**src/rtl/block1_frame_sequencer.sv**
```systemverilog
// Frame sequencer for the block-1 conv3x3 -> ReLU -> maxpool datapath.
// Flushes the datapath, streams one raster-order frame out of the input RAM,
// counts pooled results into sequential output-RAM addresses and flags
// surplus or missing pooled outputs.
module block1_frame_sequencer #(
    parameter int DATA_WIDTH     = 32,
    parameter int WIDTH          = 56,
    parameter int HEIGHT         = 56,
    parameter int IN_ADDR_WIDTH  = 12,
    parameter int OUT_ADDR_WIDTH = 10,
    parameter int FLUSH_CYCLES   = 2,
    parameter int TIMEOUT        = 4096
) (
    input  logic                      clk,
    input  logic                      reset,
    input  logic                      start,
    input  logic                      in_hold,
    output logic                      in_rd_en,
    output logic [IN_ADDR_WIDTH-1:0]  in_rd_addr,
    input  logic [DATA_WIDTH-1:0]     in_rd_data_0,
    input  logic [DATA_WIDTH-1:0]     in_rd_data_1,
    input  logic [DATA_WIDTH-1:0]     in_rd_data_2,
    output logic                      pipe_resetn,
    output logic                      pipe_valid_in,
    output logic [DATA_WIDTH-1:0]     pipe_data_0,
    output logic [DATA_WIDTH-1:0]     pipe_data_1,
    output logic [DATA_WIDTH-1:0]     pipe_data_2,
    input  logic                      pool_valid_out,
    output logic                      out_wr_en,
    output logic [OUT_ADDR_WIDTH-1:0] out_wr_addr,
    output logic                      busy,
    output logic                      done,
    output logic                      error
);

    localparam int N_IN   = WIDTH * HEIGHT;
    localparam int N_OUT  = (WIDTH / 2) * (HEIGHT / 2);
    // One extra bit so the counters can hold N_IN / N_OUT without wrapping.
    localparam int RD_W   = IN_ADDR_WIDTH + 1;
    localparam int WR_W   = OUT_ADDR_WIDTH + 1;
    localparam int FL_W   = (FLUSH_CYCLES > 1) ? $clog2(FLUSH_CYCLES) : 1;
    localparam int IDLE_W = $clog2(TIMEOUT + 1);

    localparam logic [RD_W-1:0]   RD_LAST  = RD_W'(N_IN - 1);
    localparam logic [RD_W-1:0]   RD_FULL  = RD_W'(N_IN);
    localparam logic [WR_W-1:0]   WR_FULL  = WR_W'(N_OUT);
    localparam logic [FL_W-1:0]   FL_LAST  = FL_W'(FLUSH_CYCLES - 1);
    localparam logic [IDLE_W-1:0] IDLE_MAX = IDLE_W'(TIMEOUT);

    typedef enum logic [2:0] {
        S_IDLE,
        S_FLUSH,
        S_STREAM,
        S_DRAIN,
        S_DONE
    } state_t;

    state_t              state_q, state_d;
    logic [RD_W-1:0]     rd_cnt_q, rd_cnt_d;
    logic [WR_W-1:0]     wr_cnt_q, wr_cnt_d;
    logic [FL_W-1:0]     flush_cnt_q, flush_cnt_d;
    logic [IDLE_W-1:0]   idle_cnt_q, idle_cnt_d;
    logic                error_q, error_d;
    logic                rd_vld_p1_q;

    logic                counting;
    logic                rd_fire;
    logic                wr_fire;

    // Next-state logic: frame FSM, read/write counters, idle watchdog, fault flag.
    always_comb begin
        state_d     = state_q;
        rd_cnt_d    = rd_cnt_q;
        wr_cnt_d    = wr_cnt_q;
        flush_cnt_d = flush_cnt_q;
        idle_cnt_d  = idle_cnt_q;
        error_d     = error_q;

        counting = (state_q == S_STREAM) || (state_q == S_DRAIN);
        rd_fire  = (state_q == S_STREAM) && !in_hold;
        wr_fire  = counting && pool_valid_out && (wr_cnt_q < WR_FULL);

        if (rd_fire && (rd_cnt_q != RD_FULL)) begin
            rd_cnt_d = rd_cnt_q + 1'b1;
        end
        if (wr_fire) begin
            wr_cnt_d = wr_cnt_q + 1'b1;
        end
        // A pooled result arriving after the frame is already complete is a surplus.
        if (counting && pool_valid_out && !wr_fire) begin
            error_d = 1'b1;
        end

        case (state_q)
            S_IDLE: begin
                if (start) begin
                    state_d     = S_FLUSH;
                    rd_cnt_d    = '0;
                    wr_cnt_d    = '0;
                    flush_cnt_d = '0;
                    idle_cnt_d  = '0;
                    error_d     = 1'b0;
                end
            end
            S_FLUSH: begin
                if (flush_cnt_q == FL_LAST) begin
                    state_d = S_STREAM;
                end else begin
                    flush_cnt_d = flush_cnt_q + 1'b1;
                end
            end
            S_STREAM: begin
                if (rd_fire && (rd_cnt_q == RD_LAST)) begin
                    state_d = S_DRAIN;
                end
            end
            S_DRAIN: begin
                if (pool_valid_out) begin
                    idle_cnt_d = '0;
                end else if (idle_cnt_q != IDLE_MAX) begin
                    idle_cnt_d = idle_cnt_q + 1'b1;
                end
                if (wr_cnt_d == WR_FULL) begin
                    state_d = S_DONE;
                end else if (idle_cnt_d == IDLE_MAX) begin
                    error_d = 1'b1;
                    state_d = S_DONE;
                end
            end
            S_DONE: begin
                state_d = S_IDLE;
            end
            default: begin
                state_d = S_IDLE;
            end
        endcase
    end

    // State and counter registers; reset aborts any frame in progress.
    always_ff @(posedge clk) begin
        if (reset) begin
            state_q     <= S_IDLE;
            rd_cnt_q    <= '0;
            wr_cnt_q    <= '0;
            flush_cnt_q <= '0;
            idle_cnt_q  <= '0;
            error_q     <= 1'b0;
        end else begin
            state_q     <= state_d;
            rd_cnt_q    <= rd_cnt_d;
            wr_cnt_q    <= wr_cnt_d;
            flush_cnt_q <= flush_cnt_d;
            idle_cnt_q  <= idle_cnt_d;
            error_q     <= error_d;
        end
    end

    // Stage p0 -> p1: read enable delayed to line up with the RAM read latency.
    always_ff @(posedge clk) begin
        if (reset) begin
            rd_vld_p1_q <= 1'b0;
        end else begin
            rd_vld_p1_q <= rd_fire;
        end
    end

    assign in_rd_en      = rd_fire;
    assign in_rd_addr    = rd_cnt_q[IN_ADDR_WIDTH-1:0];
    assign pipe_resetn   = counting;
    assign pipe_valid_in = rd_vld_p1_q;
    assign pipe_data_0   = in_rd_data_0;
    assign pipe_data_1   = in_rd_data_1;
    assign pipe_data_2   = in_rd_data_2;
    assign out_wr_en     = wr_fire;
    assign out_wr_addr   = wr_cnt_q[OUT_ADDR_WIDTH-1:0];
    assign busy          = (state_q != S_IDLE);
    assign done          = (state_q == S_DONE);
    assign error         = error_q;

endmodule

```
**config.mk**
```make
export PLATFORM = sky130hd
export DESIGN_NAME = block1_frame_sequencer
export DESIGN_NICKNAME = d
export VERILOG_FILES = /design/src/rtl/block1_frame_sequencer.sv
export SDC_FILE = /design/constraint.sdc
export NUM_CORES = 1
export LEC_CHECK = 0
export CORE_UTILIZATION = 35
export DETAILED_ROUTE_END_ITERATION = 6
export PLACE_DENSITY = 0.77
export SYNTH_ARGS = -nofsm -noshare
export SYNTH_HDL_FRONTEND = slang
export SYNTH_SLANG_ARGS = --single-unit
```
**constraint.sdc**
```tcl
create_clock -name clk -period 6.2 [get_ports clk]
set_input_delay 1.24 -clock clk [delete_from_list [all_inputs] [get_ports clk]]
set_output_delay 1.24 -clock clk [all_outputs]
set_load 0.01 [all_outputs]
```
==> flow_summary.toml, run 1 <==
[synth]
ys.flop_type = "dfxtp_1"
syn_area_sq_mm = 0.00339
synth.yosys.seq_area_share_pct = 25.4
ys_types = 60
syn_area_per_cell_sq_um = 7.96
synthCells = 426
ys_warn_count = 0
synth_largest_area_cell = "buf_4"
synth-seq-cells = 43
syn_nets = 532
synthTopCellsByCount = "buf_4 (118), nor2_1 (54), dfxtp_1 (43), a21oi_1 (17)"
synthTopCellsByArea = "buf_4 (26%), dfxtp_1 (25%), nor2_1 (6.0%)"
synthArstFlopShare_pct = 0
synth.most_common_cell = "buf_4"
synth_top_cell_area_share_pct = 26.1
synth_edf_count = 0

[sta]
max_freq_mhz = 222
setup_viol = 0
drv_slew = 0
whs_ns = 0.492
finalCritPeriodShare_pct = 72.6
slew-limit-headroom_pct = 42.9
rsz0062_at_grt = "no"
tns_ns = 0
tightestPinTransition_ns = 0.844
hold_viol = 0
layout_setup_ws_ns = 1.70
skew_ns = 0.0143
layout_min_cycle_time_ns = 4.50

[run]
drv_cap = 0

[clock_tree]
cts_tree = "built"
clk_pin_slew_ns = 0.07
root_buffer = "clkbuf_8"
htreeDepth = 2
ctsHoldBuffers = 0
cts_resized = 0
clock_sinks = 43
numCtsBuffers = 5
post_cts_buffers = 0
clk_path_buf_depth = 2
clock_latency_ns = 0.29

[layout]
areaGrowthSynthToFinish_pct = -10.0
multiInputGateArea_sq_mm = 0.00153
nets = 438
ff_latch_area_sq_um = 861
drive_gt1_share_pct = 6.31
antennaDiodeCount = 0
n_fill_cell = 981

[pwr]
powerDensity_mw_per_mm2 = 191
clockPowerShare_pct = 44.6
seqPwrFrac_pct = 48.9
p_switching_mw = 0.127
p_leak_nw = 0.988
swShare_pct = 21.8
p_int_mw = 0.455
power_frac_comb_pct = 6.5
vdd_drop_max_v = 0.0000746

[routing]
drt_wl_total_microns = 6370
wl_per_cell_microns = 13.8
first_iter_violations = 140
drt.antenna.violating_nets = 0
drc = 0
num_vias = 2440
dr.pass1.iters = 4
routed_via_density = 5.28

[setup_path]
cp.required_ns = 4.96
critPathMaxFanout = 6
arrival_ns = 3.26
endpoint_kind = "output port"
critical_path_class = "input port to output port"
cp-start-kind = "input port"

[global_routing]
grt_pass1_vias = 2233
antenna_found_initial = 0
gr-total-overflow = 0
track_usage_pct = 12.5
grt_pass1_wl_microns = 10400
grt_max_degree = 26

[run_status]
outcome = "finished clean"

[die]
pin_count = 226
initial_core_util_pct = 36.4
row_count = 35
die_x_microns = 100
die-area_sq_mm = 0.0101
core_area_sq_mm = 0.00933
die_height_microns = 100

[place]
dp_hpwl_microns = 4650
place.gp.congestion = 0.905
numPortBuffers = 33
dpl_worst_slack_ns = 1.67

[min_path]
hp-class = "flip-flop to flip-flop"
## routing by layer
| metal | routed length, microns | up-vias | GRT usage, % |
|---|---|---|---|
| met3 | 534 | 20 | 3.90 |
| li1 | - | 1142 | - |
| met5 | 0 | - | 0 |
| met1 | 2670 | 1165 | 15.5 |
| met2 | 3090 | 113 | 20.6 |
| met4 | 76 | 0 | 3.90 |
## power groups by stage
stage	sequential (mW)	clock (mW)	combinational (mW)
after detailed placement	0.291	0	0.0380
after global placement	0.291	0	0.0368
after CTS	0.284	0.268	0.0381
after global routing	0.285	0.280	0.0420
final	0.284	0.260	0.0378
after floorplan	0.287	0	0.0915
## layout make-up
type / count / share of cell area (%)
Tap cell: 129 / 5.29
Multi-Input combinational cell: 239 / 50.1
Sequential cell: 43 / 28.2
Timing Repair Buffer: 33 / 10.8
Inverter: 10 / 1.23
Clock inverter: 2 / 1.97
Clock buffer: 6 / 2.38
## stage by stage
step                util [%]  instance area (sq um)  std cells  power, mW
finish                  32.7                   3050        462      0.582
global route            32.7                   3050        462      0.607
CTS                     32.7                   3050        462      0.591
detailed placement      31.3                   2920        454      0.329
global placement        31.3                   2920        454      0.327
floorplan                  -                   3390        426      0.378
## critical path, cell delays in order
cell and delay, ns:
clkdlybuf4s50_1 0.60, nand4bb_1 0.38, a21oi_1 0.42, clkdlybuf4s50_1 0.62
## sequential cells by signal, indices dropped and copies added (netlist names)
| signal | flops |
|---|---|
| error | 1 |
| rd_cnt_q | 13 |
| idle_cnt_q | 13 |
| pipe_valid_in | 1 |
| flush_cnt_q | 1 |
| state_q | 3 |
| wr_cnt_q | 11 |
## kinds of logic (layout without fill, tap and decap cells)
kind of cell	count (synthesis)	count (layout)	share of synthesized area [%]
AO/OA/AOI/OAI	58	58	12.0
XOR/XNOR	24	24	6.20
adder cells (fa/ha/maj)	5	5	1.84
buffers and inverters	144	51	29.5
flip-flops	43	43	25.4
multiplexers	9	9	2.88
AND/OR/NAND/NOR	143	143	22.2
## cell usage in the layout, fill, tap and decap left out, types with 3 or more instances in the layout
cell,count
nor2_1,54
nor4_1,4
clkbuf_8,5
and2_1,4
dfxtp_1,43
a31oi_1,4
ha_1,5
nand3b_1,3
or4_1,3
nand2_1,15
a21oi_1,17
a311oi_1,3
nand4_1,8
nor3_1,8
nor2b_1,6
xor2_1,10
or3_1,4
clkdlybuf4s50_1,33
nand2b_1,4
inv_1,10
mux2i_1,6
xnor2_1,14
o21ai_0,10
nand3_1,15
## path summary, 6_finish.rpt
kind                            depth (start not counted)                     start  slack, ns                  endpoint
worst max-delay path                                    4            pool_valid_out       1.70                 out_wr_en
worst min-delay path                                    2  flush_cnt_q$_SDFFE_PP0P_       0.49  flush_cnt_q$_SDFFE_PP0P_
worst max register to register                          6   state_q[1]$_SDFFE_PP0P_       3.62   state_q[2]$_SDFFE_PP0P_
worst min register to register                          2  flush_cnt_q$_SDFFE_PP0P_       0.49  flush_cnt_q$_SDFFE_PP0P_
Note: power is estimated with default switching activity, not from simulation.
==> run 2, diff against run 1 <==
--- a/config.mk
+++ b/config.mk
@@ -5,9 +5,9 @@
 export SDC_FILE = /design/constraint.sdc
 export NUM_CORES = 1
 export LEC_CHECK = 0
-export CORE_UTILIZATION = 35
+export CORE_UTILIZATION = 33
 export DETAILED_ROUTE_END_ITERATION = 6
-export PLACE_DENSITY = 0.77
+export PLACE_DENSITY = 0.76
 export SYNTH_ARGS = -nofsm -noshare
 export SYNTH_HDL_FRONTEND = slang
 export SYNTH_SLANG_ARGS = --single-unit
==> constraint.sdc (replaced) <==
create_clock -name clk -period 3.8 [get_ports clk]
set_input_delay 0.76 -clock clk [delete_from_list [all_inputs] [get_ports clk]]
set_output_delay 0.76 -clock clk [all_outputs]
set_load 0.01 [all_outputs]
==> flow_summary.toml, run 2 (synthesis gave the netlist of run 1 again) <==
[run_status]
outcome = "finished clean"

[die]
core_area_sq_mm = 0.00986
die_height_microns = 103
pin_count = 226
die-area_sq_mm = 0.0107
die_x_microns = 103
initial_core_util_pct = 34.4
row_count = 36

[pwr]
powerDensity_mw_per_mm2 = 277
swShare_pct = 23.4
power_frac_comb_pct = 7.7
p_leak_nw = 0.993
vdd_drop_max_v = 0.000129
seqPwrFrac_pct = 54.8
p_switching_mw = 0.198
p_int_mw = 0.648
clockPowerShare_pct = 37.5
finalPower_mw = 0.846

[layout]
fin_util_pct = 31.0
n_fill_cell = 1029
instances_no_fill = 470
areaGrowthSynthToFinish_pct = -9.96
layout_commonest_cell = "nor2_1"
final_cell_mix = "nor2_1 (54), dfxtp_1 (43), clkdlybuf4s50_1 (33), a21oi_1 (17)"
nets = 442
drive_gt1_share_pct = 7.42
top_regs = "idle_cnt_q: 13 flops, rd_cnt_q: 13 flops, wr_cnt_q: 11 flops"
antennaDiodeCount = 0
stdcell_area_sq_mm = 0.00305

[routing]
wl_per_cell_microns = 13.3
drt.antenna.violating_nets = 0
routed_via_density = 5.13
drc = 0
dr.pass1.iters = 4
num_vias = 2411
drt_wl_total_microns = 6240
first_iter_violations = 96

[place]
numPortBuffers = 33
dp_cells = 462
place.gp.congestion = 0.901
dpl_worst_slack_ns = 0.574
dp_hpwl_microns = 4720
dpl_cell_area_sq_mm = 0.00295

[sta]
tns_ns = 0
finalCritPeriodShare_pct = 84.3
drv_slew = 0
rsz0062_at_grt = "no"
slew-limit-headroom_pct = 50.8
tightestPinTransition_ns = 0.728
layout_setup_ws_ns = 0.596
whs_ns = 0.499
setup_viol = 0
hold_viol = 0
skew_ns = 0.00556
layout_min_cycle_time_ns = 3.20
max_freq_mhz = 312

[setup_path]
endpoint_kind = "output port"
cp_cell_sequence = "clkdlybuf4s50_1 -> nand4bb_1 -> a21oi_1 -> clkdlybuf4s50_1"
critical_path_class = "input port to output port"
slowest_delay_ns = 0.61
cp_slowest_cell = "clkdlybuf4s50_1"
cp.required_ns = 3.04
cp-start-kind = "input port"
arrival_ns = 2.44
crit_path_frequent_cell = "clkdlybuf4s50_1"
critPathMaxFanout = 6

[clock_tree]
htreeDepth = 2
cts_tree = "built"
clock_latency_ns = 0.29
ctsHoldBuffers = 0
clk_path_buf_depth = 2
root_buffer = "clkbuf_8"
post_cts_buffers = 0
clock_sinks = 43
numCtsBuffers = 5
cts_resized = 0
clk_pin_slew_ns = 0.08

[global_routing]
track_usage_pct = 11.7
grt_pass1_vias = 2190
grt_pass1_wl_microns = 9970
grt_max_degree = 21
antenna_found_initial = 0
gr-total-overflow = 0

[run]
drv_cap = 0

[min_path]
hp-class = "flip-flop to flip-flop"
run 2: final timing paths:
kind | from | endpoint | slack [ns] | depth (start not counted)
worst max-delay path | pool_valid_out | out_wr_en | 0.60 | 4
worst max register to register | idle_cnt_q[0]$_SDFFE_PP0P_ | state_q[1]$_SDFFE_PP0P_ | 1.26 | 7
worst min register to register | flush_cnt_q$_SDFFE_PP0P_ | flush_cnt_q$_SDFFE_PP0P_ | 0.50 | 2
worst min-delay path | flush_cnt_q$_SDFFE_PP0P_ | flush_cnt_q$_SDFFE_PP0P_ | 0.50 | 2
run 2: final cells by class:
| class | count | area (sq um) | area share [%] |
|---|---|---|---|
| multi-input combinational | 239 | 1530 | 50.1 |
| tap | 133 | 166 | 5.45 |
| inverter | 10 | 37.5 | 1.23 |
| clock buffer | 8 | 100 | 3.28 |
| sequential | 43 | 861 | 28.2 |
| timing repair buffer | 37 | 360 | 11.8 |
run 2: worst max-delay path: cells and delay by family:
kind / cells / cell delay [ns]
buffers and inverters: 2 / 1.20
AO/OA/AOI/OAI: 1 / 0.30
AND/OR/NAND/NOR: 1 / 0.17
run 2: power by group through the flow:
stage | Sequential, mW | Combinational, mW | Clock, mW
2_1_floorplan | 0.468 | 0.149 | 0
5_1_grt | 0.465 | 0.0729 | 0.346
3_3_place_gp | 0.474 | 0.0636 | 0
6_report | 0.464 | 0.0648 | 0.318
3_5_place_dp | 0.474 | 0.0651 | 0
4_1_cts | 0.464 | 0.0654 | 0.330
run 2: metal layers:
metal	vias up	track usage, %	wire (microns)
li1	1154	-	-
met2	99	19.4	2930
met5	-	0	0
met4	0	4.66	134
met3	24	3.02	444
met1	1134	14.4	2720
==> run 3, diff against run 2 <==
--- a/config.mk
+++ b/config.mk
@@ -5,9 +5,9 @@
 export SDC_FILE = /design/constraint.sdc
 export NUM_CORES = 1
 export LEC_CHECK = 0
-export CORE_UTILIZATION = 33
+export CORE_UTILIZATION = 35
 export DETAILED_ROUTE_END_ITERATION = 6
-export PLACE_DENSITY = 0.76
+export PLACE_DENSITY = 0.77
 export SYNTH_ARGS = -nofsm -noshare
 export SYNTH_HDL_FRONTEND = slang
 export SYNTH_SLANG_ARGS = --single-unit
==> constraint.sdc (replaced) <==
create_clock -name clk -period 3.1 [get_ports clk]
set_input_delay 0.62 -clock clk [delete_from_list [all_inputs] [get_ports clk]]
set_output_delay 0.62 -clock clk [all_outputs]
set_load 0.01 [all_outputs]
==> flow_summary.toml, run 3 (synthesis gave the netlist of run 1 again) <==
[run_status]
outcome = "finished clean"

[sta]
drv_slew = 0
tns_ns = 0
layout_min_cycle_time_ns = 2.84
hold_viol = 0
skew_ns = 0.0104
finalCritPeriodShare_pct = 91.6
layout_setup_ws_ns = 0.261
max_freq_mhz = 352
slew-limit-headroom_pct = 46.3
setup_viol = 0
tightestPinTransition_ns = 0.794
rsz0062_at_grt = "no"

[clock_tree]
clock_sinks = 43
numCtsBuffers = 5
post_cts_buffers = 0
root_buffer = "clkbuf_8"
clock_latency_ns = 0.29
ctsHoldBuffers = 0
cts_tree = "built"
cts_resized = 0
clk_pin_slew_ns = 0.07
htreeDepth = 2
clk_path_buf_depth = 2

[die]
row_count = 35
core_area_sq_mm = 0.00933
die-area_sq_mm = 0.0101
die_height_microns = 100
initial_core_util_pct = 36.4
die_x_microns = 100
pin_count = 226

[global_routing]
track_usage_pct = 12.9
antenna_found_initial = 0
grt_max_degree = 21
gr-total-overflow = 0
grt_pass1_vias = 2335
grt_pass1_wl_microns = 10900

[setup_path]
critPathMaxFanout = 4
regToRegSetupSlack_ns = 0.57
arrival_ns = 2.22
r2r_end = "state_q[1]$_SDFFE_PP0P_"
critical_path_class = "input port to output port"
cp-start-kind = "input port"
cp.required_ns = 2.48
endpoint_kind = "output port"
r2r-start = "idle_cnt_q[0]$_SDFFE_PP0P_"
r2r_cells = 7

[layout]
final_cell_mix = "nor2_1 (54), dfxtp_1 (43), clkdlybuf4s50_1 (33), a21oi_1 (17)"
nets = 448
fin_util_pct = 33.0
layout_commonest_cell = "nor2_1"
stdcell_area_sq_mm = 0.00308
antennaDiodeCount = 0
drive_gt1_share_pct = 9.06
top_regs = "idle_cnt_q: 13 flops, rd_cnt_q: 13 flops, wr_cnt_q: 11 flops"
areaGrowthSynthToFinish_pct = -9.15

[routing]
num_vias = 2423
drt.antenna.violating_nets = 0
drc = 0
dr.pass1.iters = 4
drt_wl_total_microns = 6310
wl_per_cell_microns = 13.4
first_iter_violations = 115
routed_via_density = 5.14

[place]
numPortBuffers = 33
dp_hpwl_microns = 4700
dpl_cell_area_sq_mm = 0.00299
place.gp.congestion = 0.968
dpl_worst_slack_ns = 0.204

[pwr]
vdd_drop_max_v = 0.000150
p_leak_nw = 1.02
powerDensity_mw_per_mm2 = 329
finalPower_mw = 1.01

[min_path]
hold_start = "flush_cnt_q$_SDFFE_PP0P_"
hp-class = "flip-flop to flip-flop"
holdPathStages = 2
holdPathEnd = "flush_cnt_q$_SDFFE_PP0P_"

[run]
drv_cap = 0
## run 3: changes by cell type in the layout (fill, tap and decap cells not counted), sizes merged
cell,change
buf,+6
clkbuf,-2
clkinv,+1
## run 3: cell type report
type	count	area [sq um]
Clock buffer	6	82.6
Clock inverter	1	5.00
Multi-Input combinational cell	239	1530
Fill cell	956	6250
Sequential cell	43	861
Tap cell	129	161
Timing Repair Buffer	43	405
Inverter	10	37.5
## run 3: per-stage QoR
| stage | std cells | hold slack, ns |
|---|---|---|
| after global placement | 464 | 0.472 |
| after floorplan | 426 | 0.462 |
| after global routing | 471 | 0.534 |
| final | 471 | 0.494 |
| after CTS | 471 | 0.494 |
| after detailed placement | 464 | 0.482 |
## run 3: power by group
group	total [mW]	leakage [nW]	internal [mW]	switching [mW]
clock network	0.361	0.0470	0.175	0.186
registers	0.566	0.347	0.557	0.00958
logic	0.0877	0.625	0.0392	0.0485
total	1.01	1.02	0.771	0.244
## run 3: worst max-delay path by stage
stage,cells after the start,end,from,slack [ns]
floorplan,8,state_q[2]$_SDFFE_PP0P_,wr_cnt_q[7]$_SDFF_PP0_,0.65
global placement,8,state_q[2]$_SDFFE_PP0P_,pool_valid_out,0.27
detailed placement,7,state_q[2]$_SDFFE_PP0P_,pool_valid_out,0.20
CTS,4,out_wr_en,pool_valid_out,0.26
global route,4,out_wr_en,pool_valid_out,0.19
finish,4,out_wr_en,pool_valid_out,0.26
## run 3: layer usage
metal / global-route usage (%) / share of wire (%)
met5: 0 / 0
met3: 3.90 / 7.1
met4: 3.68 / 0.97
met1: 16.5 / 46
met2: 20.8 / 46
## run 3: worst max-delay path, cell delays in order
cell             delay [ns]
clkdlybuf4s50_1        0.52
nand4bb_1              0.25
a21oi_1                0.24
clkdlybuf4s50_1        0.58
